<file path="src/rtl/alu_issue_ctrl_pkg.sv">
// Shared word/opcode sizing, controller state type and ALU opcode encodings
// for the 19-bit datapath.
package constants;
   localparam int WORD_SIZE   = 19;
   localparam int OPCODE_SIZE = 4;

   typedef enum logic [1:0] {IDLE, READ, EXEC, WB} alu_issue_state_t;
endpackage

package opcodes;
   import constants::*;

   localparam logic [OPCODE_SIZE-1:0] ADD = 4'd0;
   localparam logic [OPCODE_SIZE-1:0] SUB = 4'd1;
   localparam logic [OPCODE_SIZE-1:0] MUL = 4'd2;
   localparam logic [OPCODE_SIZE-1:0] DIV = 4'd3;
   localparam logic [OPCODE_SIZE-1:0] INC = 4'd4;
   localparam logic [OPCODE_SIZE-1:0] DEC = 4'd5;
   localparam logic [OPCODE_SIZE-1:0] AND = 4'd6;
   localparam logic [OPCODE_SIZE-1:0] OR  = 4'd7;
   localparam logic [OPCODE_SIZE-1:0] XOR = 4'd8;
   localparam logic [OPCODE_SIZE-1:0] NOT = 4'd9;

   // Encodings above NOT are unassigned.
   function automatic logic is_legal_op(input logic [OPCODE_SIZE-1:0] op);
      return op <= NOT;
   endfunction

   function automatic logic is_unary_op(input logic [OPCODE_SIZE-1:0] op);
      return (op == INC) || (op == DEC) || (op == NOT);
   endfunction
endpackage

</file>
<file path="src/rtl/alu_issue_ctrl_if.sv">
// Bundle of the decoder handshake, register-file ports and ALU drive/result
// signals around the ALU issue controller.
interface alu_issue_ctrl_if #(
   parameter int REG_ADDR_W = 3
);
   import constants::*;

   logic                   instr_valid;
   logic                   instr_ready;
   logic [OPCODE_SIZE-1:0] instr_op;
   logic [REG_ADDR_W-1:0]  instr_rd;
   logic [REG_ADDR_W-1:0]  instr_rs1;
   logic [REG_ADDR_W-1:0]  instr_rs2;
   logic [REG_ADDR_W-1:0]  rf_raddr1;
   logic [REG_ADDR_W-1:0]  rf_raddr2;
   logic [WORD_SIZE-1:0]   rf_rdata1;
   logic [WORD_SIZE-1:0]   rf_rdata2;
   logic                   rf_we;
   logic [REG_ADDR_W-1:0]  rf_waddr;
   logic [WORD_SIZE-1:0]   rf_wdata;
   logic [OPCODE_SIZE-1:0] alu_op;
   logic [WORD_SIZE-1:0]   alu_a;
   logic [WORD_SIZE-1:0]   alu_b;
   logic [WORD_SIZE-1:0]   alu_result;
   logic                   done;
   logic                   illegal;
   logic                   div_zero;

   // Decoder, register file and ALU side.
   modport master (
      output instr_valid, instr_op, instr_rd, instr_rs1, instr_rs2,
             rf_rdata1, rf_rdata2, alu_result,
      input  instr_ready, rf_raddr1, rf_raddr2, rf_we, rf_waddr, rf_wdata,
             alu_op, alu_a, alu_b, done, illegal, div_zero
   );

   // Issue controller side.
   modport slave (
      input  instr_valid, instr_op, instr_rd, instr_rs1, instr_rs2,
             rf_rdata1, rf_rdata2, alu_result,
      output instr_ready, rf_raddr1, rf_raddr2, rf_we, rf_waddr, rf_wdata,
             alu_op, alu_a, alu_b, done, illegal, div_zero
   );
endinterface

</file>
<file path="src/rtl/alu_issue_ctrl_op_decode.sv">
// Combinational opcode classifier used during the register-read cycle.
module alu_op_decode
   import constants::*;
   import opcodes::*;
(
   input  logic [OPCODE_SIZE-1:0] op_i,
   output logic                   legal_o,
   output logic                   unary_o,
   output logic                   is_div_o
);

   assign legal_o  = is_legal_op(op_i);
   assign unary_o  = is_unary_op(op_i);
   assign is_div_o = (op_i == DIV);

endmodule

</file>
<file path="src/rtl/alu_issue_ctrl.sv">
// Issues one ALU instruction at a time: register read, ALU drive for
// ALU_LATENCY cycles, write-back. ALU_ISSUE_DIVZERO_CHECK_EN enables DIV-by-zero trapping.
module alu_issue_ctrl
   import constants::*;
   import opcodes::*;
#(
   parameter int REG_ADDR_W  = 3,
   parameter int ALU_LATENCY = 1
) (
   input  logic           clk,
   input  logic           rst_n,
   alu_issue_ctrl_if.slave bus
);

   localparam int               CNT_W    = 2;
   localparam logic [CNT_W-1:0] CNT_LOAD = CNT_W'(ALU_LATENCY - 1);

   alu_issue_state_t       state_q, state_d;
   logic [OPCODE_SIZE-1:0] op_q, alu_op_q;
   logic [REG_ADDR_W-1:0]  rd_q, rs1_q, rs2_q;
   logic [WORD_SIZE-1:0]   alu_a_q, alu_b_q, result_q;
   logic [CNT_W-1:0]       cnt_q;
   logic                   ready_q, illegal_q, div_zero_q;
   logic                   legal, unary, is_div, div_zero_hit, accept, wb_write;

   alu_op_decode u_op_decode (
      .op_i     (op_q),
      .legal_o  (legal),
      .unary_o  (unary),
      .is_div_o (is_div)
   );

`ifdef ALU_ISSUE_DIVZERO_CHECK_EN
   assign div_zero_hit = is_div && (bus.rf_rdata2 == '0);
`else
   assign div_zero_hit = is_div & 1'b0;
`endif

   assign accept      = (state_q == IDLE) && ready_q && bus.instr_valid;
   assign wb_write    = !(illegal_q || div_zero_q);
   assign bus.alu_op  = alu_op_q;
   assign bus.alu_a   = alu_a_q;
   assign bus.alu_b   = alu_b_q;

   always_comb begin
      // NOTE: every output and the next state get a default first so no path infers a latch.
      state_d         = state_q;
      bus.instr_ready = ready_q;
      bus.rf_raddr1   = '0;
      bus.rf_raddr2   = '0;
      bus.rf_we       = 1'b0;
      bus.rf_waddr    = '0;
      bus.rf_wdata    = '0;
      bus.done        = 1'b0;
      bus.illegal     = 1'b0;
      bus.div_zero    = 1'b0;
      unique case (state_q)
         IDLE: if (accept) state_d = READ;
         READ: begin
            bus.rf_raddr1 = rs1_q;
            bus.rf_raddr2 = rs2_q;
            state_d       = (!legal || div_zero_hit) ? WB : EXEC;
         end
         EXEC: if (cnt_q == '0) state_d = WB;
         WB: begin
            bus.rf_we    = wb_write;
            bus.rf_waddr = wb_write ? rd_q : '0;
            bus.rf_wdata = wb_write ? result_q : '0;
            bus.done     = 1'b1;
            bus.illegal  = illegal_q;
            bus.div_zero = div_zero_q;
            state_d      = IDLE;
         end
         default: state_d = IDLE;
      endcase
   end

   // NOTE: sequential state uses non-blocking assignments so every register samples pre-edge values.
   always_ff @(posedge clk) begin
      // NOTE: datapath registers are reset too, because every output must read 0 after reset.
      if (!rst_n) begin
         state_q    <= IDLE;
         ready_q    <= 1'b0;
         op_q       <= '0;
         rd_q       <= '0;
         rs1_q      <= '0;
         rs2_q      <= '0;
         alu_op_q   <= '0;
         alu_a_q    <= '0;
         alu_b_q    <= '0;
         result_q   <= '0;
         cnt_q      <= '0;
         illegal_q  <= 1'b0;
         div_zero_q <= 1'b0;
      end else begin
         state_q <= state_d;
         ready_q <= (state_d == IDLE);
         if (accept) begin
            op_q  <= bus.instr_op;
            rd_q  <= bus.instr_rd;
            rs1_q <= bus.instr_rs1;
            rs2_q <= bus.instr_rs2;
         end
         if (state_q == READ) begin
            illegal_q  <= !legal;
            div_zero_q <= legal && div_zero_hit;
            // ALU drive registers only change on EXEC entry and hold otherwise.
            if (state_d == EXEC) begin
               alu_op_q <= op_q;
               alu_a_q  <= bus.rf_rdata1;
               alu_b_q  <= unary ? '0 : bus.rf_rdata2;
               cnt_q    <= CNT_LOAD;
            end
         end
         if (state_q == EXEC) begin
            if (cnt_q == '0) result_q <= bus.alu_result;
            else             cnt_q    <= cnt_q - 1'b1;
         end
      end
   end

endmodule

</file>
<file path="src/flat_wrapper.sv">
// flat-port wrapper written by rule: the top's interface ports become plain ports
module alu_issue_ctrl_flat import constants::*; import opcodes::*;
#(
   parameter int REG_ADDR_W  = 3,
   parameter int ALU_LATENCY = 1
)
  (clk, rst_n, bus_instr_valid, bus_instr_op, bus_instr_rd, bus_instr_rs1, bus_instr_rs2, bus_rf_rdata1, bus_rf_rdata2, bus_alu_result, bus_instr_ready, bus_rf_raddr1, bus_rf_raddr2, bus_rf_we, bus_rf_waddr, bus_rf_wdata, bus_alu_op, bus_alu_a, bus_alu_b, bus_done, bus_illegal, bus_div_zero);
  alu_issue_ctrl_if #(.REG_ADDR_W(REG_ADDR_W)) bus_i ();
  input  logic clk;
  input  logic rst_n;
  input wire logic [$bits(bus_i.instr_valid)-1:0] bus_instr_valid;
  input wire logic [$bits(bus_i.instr_op)-1:0] bus_instr_op;
  input wire logic [$bits(bus_i.instr_rd)-1:0] bus_instr_rd;
  input wire logic [$bits(bus_i.instr_rs1)-1:0] bus_instr_rs1;
  input wire logic [$bits(bus_i.instr_rs2)-1:0] bus_instr_rs2;
  input wire logic [$bits(bus_i.rf_rdata1)-1:0] bus_rf_rdata1;
  input wire logic [$bits(bus_i.rf_rdata2)-1:0] bus_rf_rdata2;
  input wire logic [$bits(bus_i.alu_result)-1:0] bus_alu_result;
  output wire logic [$bits(bus_i.instr_ready)-1:0] bus_instr_ready;
  output wire logic [$bits(bus_i.rf_raddr1)-1:0] bus_rf_raddr1;
  output wire logic [$bits(bus_i.rf_raddr2)-1:0] bus_rf_raddr2;
  output wire logic [$bits(bus_i.rf_we)-1:0] bus_rf_we;
  output wire logic [$bits(bus_i.rf_waddr)-1:0] bus_rf_waddr;
  output wire logic [$bits(bus_i.rf_wdata)-1:0] bus_rf_wdata;
  output wire logic [$bits(bus_i.alu_op)-1:0] bus_alu_op;
  output wire logic [$bits(bus_i.alu_a)-1:0] bus_alu_a;
  output wire logic [$bits(bus_i.alu_b)-1:0] bus_alu_b;
  output wire logic [$bits(bus_i.done)-1:0] bus_done;
  output wire logic [$bits(bus_i.illegal)-1:0] bus_illegal;
  output wire logic [$bits(bus_i.div_zero)-1:0] bus_div_zero;
  assign bus_i.instr_valid = bus_instr_valid;
  assign bus_i.instr_op = bus_instr_op;
  assign bus_i.instr_rd = bus_instr_rd;
  assign bus_i.instr_rs1 = bus_instr_rs1;
  assign bus_i.instr_rs2 = bus_instr_rs2;
  assign bus_i.rf_rdata1 = bus_rf_rdata1;
  assign bus_i.rf_rdata2 = bus_rf_rdata2;
  assign bus_i.alu_result = bus_alu_result;
  assign bus_instr_ready = bus_i.instr_ready;
  assign bus_rf_raddr1 = bus_i.rf_raddr1;
  assign bus_rf_raddr2 = bus_i.rf_raddr2;
  assign bus_rf_we = bus_i.rf_we;
  assign bus_rf_waddr = bus_i.rf_waddr;
  assign bus_rf_wdata = bus_i.rf_wdata;
  assign bus_alu_op = bus_i.alu_op;
  assign bus_alu_a = bus_i.alu_a;
  assign bus_alu_b = bus_i.alu_b;
  assign bus_done = bus_i.done;
  assign bus_illegal = bus_i.illegal;
  assign bus_div_zero = bus_i.div_zero;
  alu_issue_ctrl #(.REG_ADDR_W(REG_ADDR_W), .ALU_LATENCY(ALU_LATENCY)) u_core (.clk(clk), .rst_n(rst_n), .bus(bus_i));
endmodule
</file>
<file path="config.mk">
export PLATFORM = sky130hd
export DESIGN_NAME = alu_issue_ctrl_flat
export DESIGN_NICKNAME = d
export VERILOG_FILES = /design/src/rtl/alu_issue_ctrl_pkg.sv /design/src/rtl/alu_issue_ctrl_if.sv /design/src/rtl/alu_issue_ctrl_op_decode.sv /design/src/rtl/alu_issue_ctrl.sv /design/src/flat_wrapper.sv
export SDC_FILE = /design/constraint.sdc
export NUM_CORES = 1
export LEC_CHECK = 0
export CORE_UTILIZATION = 46
export DETAILED_ROUTE_END_ITERATION = 8
export PLACE_DENSITY = 0.86
export SYNTH_ARGS = -nofsm -noshare
export SYNTH_HDL_FRONTEND = slang
export SYNTH_SLANG_ARGS = --single-unit
</file>
<file path="constraint.sdc">
create_clock -name clk -period 5.3 [get_ports clk]
set_input_delay 0.53 -clock clk [delete_from_list [all_inputs] [get_ports clk]]
set_output_delay 0.53 -clock clk [all_outputs]
set_load 0.02 [all_outputs]
</file>
Yosys cells after proc, flatten, opt, wreduce, memory -nomap -nowiden:

Index checks and enable logic that the tools add are counted.

* input port bits: 73
* register bits after elaboration: 80

* equal/unequal tests: 7
* $lt $le $gt $ge: 1
* add/subtract/negate cells: 1
* reductions and logical operators: 11
* muxes and demuxes: 18

Operator list (count)
* $mux 19: 3
* $mux 2: 6
* $mux 3: 4
* $eq 4x3->1 const B: 2
* $pmux 2 s4: 1
* $eq 2x2->1 const B: 3
* $logic_not 2->1: 3
* $eq 4x4->1 const B: 1
* $le 4x4->1 const B: 1
* $mux 1: 4
* $reduce_and 2->1: 2
* $eq 2x1->1 const B: 1
* $logic_and 1x1->1: 2
* $logic_not 1->1: 2
* $logic_or 1x1->1: 2
* $sub 2x1->2 const B: 1

Longest topological paths before layout:

* depth in word-level cells: 10
* gate-level depth with buffers: 8

Hierarchy:

Synthesis repeated with hierarchy kept, for this count alone.

* cells, all modules: 323
* area total of the unflattened synthesis: 3072.9 sq um

By module, submodules not included
* alu_issue_ctrl: times used 1, seq. area each 1601.5 sq um, cells each 317, area each 3036.7 sq um
* alu_op_decode: times used 1, seq. area each 0.0 sq um, cells each 6, area each 36.3 sq um

Least setup slack after synthesis:

No wires, ideal clock.

* path type: register -> output
* start: reg u_core.state_q[0]
* end: out bus_rf_wdata[10]
* stages on the path, launching flop included: 5
* buffers on the path: 1
* slack: 3.237 ns
* arrival time: 1.533 ns
* required time: 4.770 ns
* path through: dfxtp_1 ha_1 nor2b_1 clkbuf_1 and2_1

* cells in the longest elaborated chain, start to end: 2

RTL lines
* start: declaration: RTL line alu_issue_ctrl.sv:18 `alu_issue_state_t state_q, state_d;`
* start signal: assignment: RTL line alu_issue_ctrl.sv:96 `state_q <= state_d;`
* $eq 2x2->1: RTL line alu_issue_ctrl.sv:57 `unique case (state_q)`
* $mux 19: RTL line alu_issue_ctrl.sv:57
* end: declaration: RTL line flat_wrapper.sv:24 `output wire logic [$bits(bus_i.rf_wdata)-1:0] bus_rf_wdata;`

No other way between the ends.

Final worst setup path:

* start: reg u_core.state_q[0]
* end: out bus_rf_wdata[13]

Same word-level chain as after synthesis.

==> run_summary.xml <==
<?xml version="1.0" encoding="UTF-8"?>
<metrics>
  <group name="status">
    <metric name="run_status" unit="">finished, final reports clean</metric>
  </group>
  <group name="sta">
    <metric name="fmax" unit="GHz">0.312</metric>
    <metric name="fin_crit_sh" unit="%">60.5</metric>
    <metric name="timing.slew.headroom" unit="%">19.9</metric>
    <metric name="fin_crit" unit="ns">3.20</metric>
    <metric name="worst_pin_slew" unit="ns">1.19</metric>
    <metric name="fin_worst_hold_slack" unit="ns">0.458</metric>
    <metric name="final_max_slew_viol_count" unit="">0</metric>
    <metric name="rsz_0062_raised_after_global_routing" unit="">no</metric>
    <metric name="max_clock_skew" unit="ns">0.0140</metric>
    <metric name="hold_violations" unit="">0</metric>
    <metric name="finalSetupViolations" unit="">0</metric>
    <metric name="fin_setup_tns" unit="ns">0</metric>
  </group>
  <group name="synth">
    <metric name="postSynth.topFlopCell" unit="">dfxtp_1</metric>
    <metric name="synth-edff-count" unit="">0</metric>
    <metric name="synth.distinct_cells" unit="">35</metric>
    <metric name="ys_seq_elements" unit="">80</metric>
    <metric name="syn-mean-instance-area" unit="um^2">8.70</metric>
    <metric name="synthesis.yosys.warnings" unit="">0</metric>
    <metric name="yosysSeqAreaShare" unit="%">46.5</metric>
    <metric name="synth-async-reset-ratio" unit="%">0</metric>
    <metric name="syn-cell-area" unit="um^2">3440</metric>
    <metric name="syn-instance-count" unit="">396</metric>
    <metric name="synth_nets" unit="">473</metric>
  </group>
  <group name="worst_setup_path">
    <metric name="critical_path.endpoint_type" unit="">output pin</metric>
    <metric name="critical-path-max-stage-delay" unit="ns">0.88</metric>
    <metric name="timing.critical_path.arrival" unit="ns">2.67</metric>
    <metric name="cp_cell_instances" unit="">ha_1 &gt; nor2b_1 &gt; and2_1 &gt; clkdlybuf4s50_1</metric>
    <metric name="cp_top_family" unit="">simple AND/OR/NAND/NOR gates</metric>
    <metric name="crit_start_category" unit="">flop</metric>
    <metric name="setup.worst_path.class" unit="">flop to output pin</metric>
    <metric name="crit_buf_inv" unit="">1</metric>
    <metric name="critical_path.slowest_cell" unit="">nor2b_1</metric>
    <metric name="timing.critical_path.fanout_max" unit="">23</metric>
    <metric name="crit_required" unit="ns">4.77</metric>
  </group>
  <group name="layout">
    <metric name="layout-drive-gt1-share" unit="%">4.88</metric>
    <metric name="final_net_count" unit="">605</metric>
    <metric name="antenna_cells_inserted" unit="">0</metric>
    <metric name="area_growth" unit="%">47.8</metric>
    <metric name="fillerInstances" unit="">610</metric>
  </group>
  <group name="detailed_routing">
    <metric name="wirelength" unit="um">8280</metric>
    <metric name="drtIter0Drc" unit="">93</metric>
    <metric name="detail_route.drc_violations" unit="">0</metric>
    <metric name="post_drt_via_cell_ratio" unit="">4.80</metric>
    <metric name="drt_first_pass_iters" unit="">6</metric>
    <metric name="route.detailed.wl_per_inst" unit="um">13.1</metric>
    <metric name="drt.antenna.violating_nets" unit="">0</metric>
    <metric name="via_count" unit="">3034</metric>
  </group>
  <group name="clock_tree">
    <metric name="tritoncts.num_buffers" unit="">9</metric>
    <metric name="cts-htree-levels" unit="">3</metric>
    <metric name="cts-root-to-sink-buffers" unit="">2</metric>
    <metric name="cts.reportedPaths.clkPinSlew" unit="ns">0.08</metric>
    <metric name="cts.sink_count" unit="">80</metric>
    <metric name="post_cts_resized" unit="">0</metric>
    <metric name="cts_post_setup_buffers_inserted" unit="">0</metric>
    <metric name="tritoncts" unit="">built</metric>
    <metric name="insertion_delay" unit="ns">0.34</metric>
    <metric name="clock-root-buffer" unit="">clkbuf_8</metric>
    <metric name="post_cts_hold_buffer_count" unit="">0</metric>
  </group>
  <group name="pwr">
    <metric name="vdd.ir_drop.worst" unit="mV">0.189</metric>
    <metric name="power" unit="mW">1.70</metric>
    <metric name="power.static_leakage" unit="nW">2.13</metric>
    <metric name="powerDensity" unit="nW/um^2">334</metric>
  </group>
  <group name="grt">
    <metric name="groute.usage.overall" unit="%">21.3</metric>
    <metric name="gr-total-overflow" unit="">0</metric>
    <metric name="grt_antenna_before_repair" unit="">0</metric>
    <metric name="wire_length_of_the_first_global_routing_pass" unit="um">13000</metric>
    <metric name="grt_max_degree" unit="">66</metric>
    <metric name="vias_in_the_first_global_route" unit="">2842</metric>
  </group>
  <group name="die">
    <metric name="initial_core_util" unit="%">47.5</metric>
    <metric name="die-area" unit="um^2">7840</metric>
    <metric name="core" unit="um^2">7250</metric>
    <metric name="fp-row-count" unit="">31</metric>
    <metric name="die-height" unit="um">88.5</metric>
    <metric name="die_w" unit="um">88.5</metric>
    <metric name="boundaryPins" unit="">148</metric>
  </group>
  <group name="placement">
    <metric name="numPortBuffers" unit="">146</metric>
    <metric name="place.gp.congestion" unit="">0.780</metric>
    <metric name="dp.final_hpwl" unit="um">5970</metric>
  </group>
  <group name="flow_run">
    <metric name="max_cap_violations" unit="">0</metric>
  </group>
  <group name="worst_hold_path">
    <metric name="hold_path.class" unit="">flop to flop</metric>
  </group>
</metrics>
report_power, final:
part,internal [mW],switching [mW]
logic,0.217,0.253
registers,0.681,0.0472
clock network,0.280,0.223
total,1.18,0.523
worst min-delay path, delay by kind of cell (launching register included):
kind,cells,cell delay (ns)
flip-flops,1,0.31
AND/OR/NAND/NOR,1,0.05
multiplexers,1,0.05
routing by layer:
layer | GRT usage, % | part of all wire [%] | up-vias
met5 | 0 | 0 | -
met4 | 8.94 | 2.5 | 0
met3 | 4.66 | 4.7 | 20
met2 | 38.4 | 51 | 76
met1 | 24.3 | 41 | 1397
li1 | - | - | 1541
cell usage in the layout, fill, tap and decap left out, drive strengths merged, types with 2 or more instances in the layout:
cell type / netlist / layout
nand2: 153 / 153
clkdlybuf4s50: 0 / 145
dfxtp: 80 / 80
mux2i: 42 / 42
a21boi: 32 / 32
and2: 31 / 31
clkbuf: 20 / 10
ha: 4 / 4
inv: 3 / 3
buf: 7 / 3
nor2b: 2 / 2
nand3: 2 / 2
clkinvlp: 0 / 2
clkinv: 0 / 2
bufinv: 0 / 2
and3: 2 / 2
cell families after synthesis:
| group | after synthesis | share of synthesized area [%] |
|---|---|---|
| buffers and inverters | 30 | 5.52 |
| AND/OR/NAND/NOR | 198 | 25.1 |
| flip-flops | 80 | 46.5 |
| multiplexers | 42 | 12.2 |
| AO/OA/AOI/OAI | 41 | 9.12 |
| adder cells (fa/ha/maj) | 4 | 1.45 |
| other | 1 | 0.109 |
cell type report:
cell class,instances,area [um^2],share of cell area [%]
multi-input combinational,286,1650,32.5
timing repair buffer,148,1470,28.9
inverter,3,11.3,0.221
clock buffer,10,138,2.70
sequential,80,1600,31.4
clock inverter,6,92.6,1.82
tap,99,124,2.43
sequential cells by signal, indices dropped and copies added (netlist names), 2 cells and up, named ones only:
signal	count
u_core.bus.alu_a	19
u_core.bus.alu_b	19
u_core.bus.alu_op	4
u_core.op_q	4
u_core.rd_q	3
u_core.result_q	19
u_core.rs1_q	3
u_core.rs2_q	3
u_core.state_q	2
path summary, 6_finish.rpt:
path,from,endpoint,slack (ns),cells after the start
hold / removal,u_core.bus.alu_a[1],u_core.bus.alu_a[1],0.46,2
setup / recovery,u_core.state_q[0],bus_rf_wdata[13],2.10,4
hold reg to reg,u_core.bus.alu_a[1],u_core.bus.alu_a[1],0.46,2
setup reg to reg,u_core.state_q[1],u_core.bus.alu_a[16],3.11,7
synth_stat cells (all sizes together), types with 2 or more instances:
cell | number | area [um^2]
and3 | 2 | 13.8
nor2b | 2 | 12.5
inv | 3 | 11.3
nand3 | 2 | 10.0
clkbuf | 20 | 75.1
mux2i | 42 | 420
nand2 | 153 | 574
ha | 4 | 50.1
a21boi | 32 | 240
buf | 7 | 104
dfxtp | 80 | 1600
and2 | 31 | 195
metrics by stage:
stage               setup WS, ns  util, %  cell area, um^2  cells
floorplan                   3.24        -             3440    396
global placement            2.62     67.0             4860    616
detailed placement          2.42     67.0             4860    616
CTS                         2.03     70.2             5090    632
global route                1.86     70.2             5090    632
finish                      2.10     70.2             5090    632
Note: power is estimated with default switching activity, not from simulation.
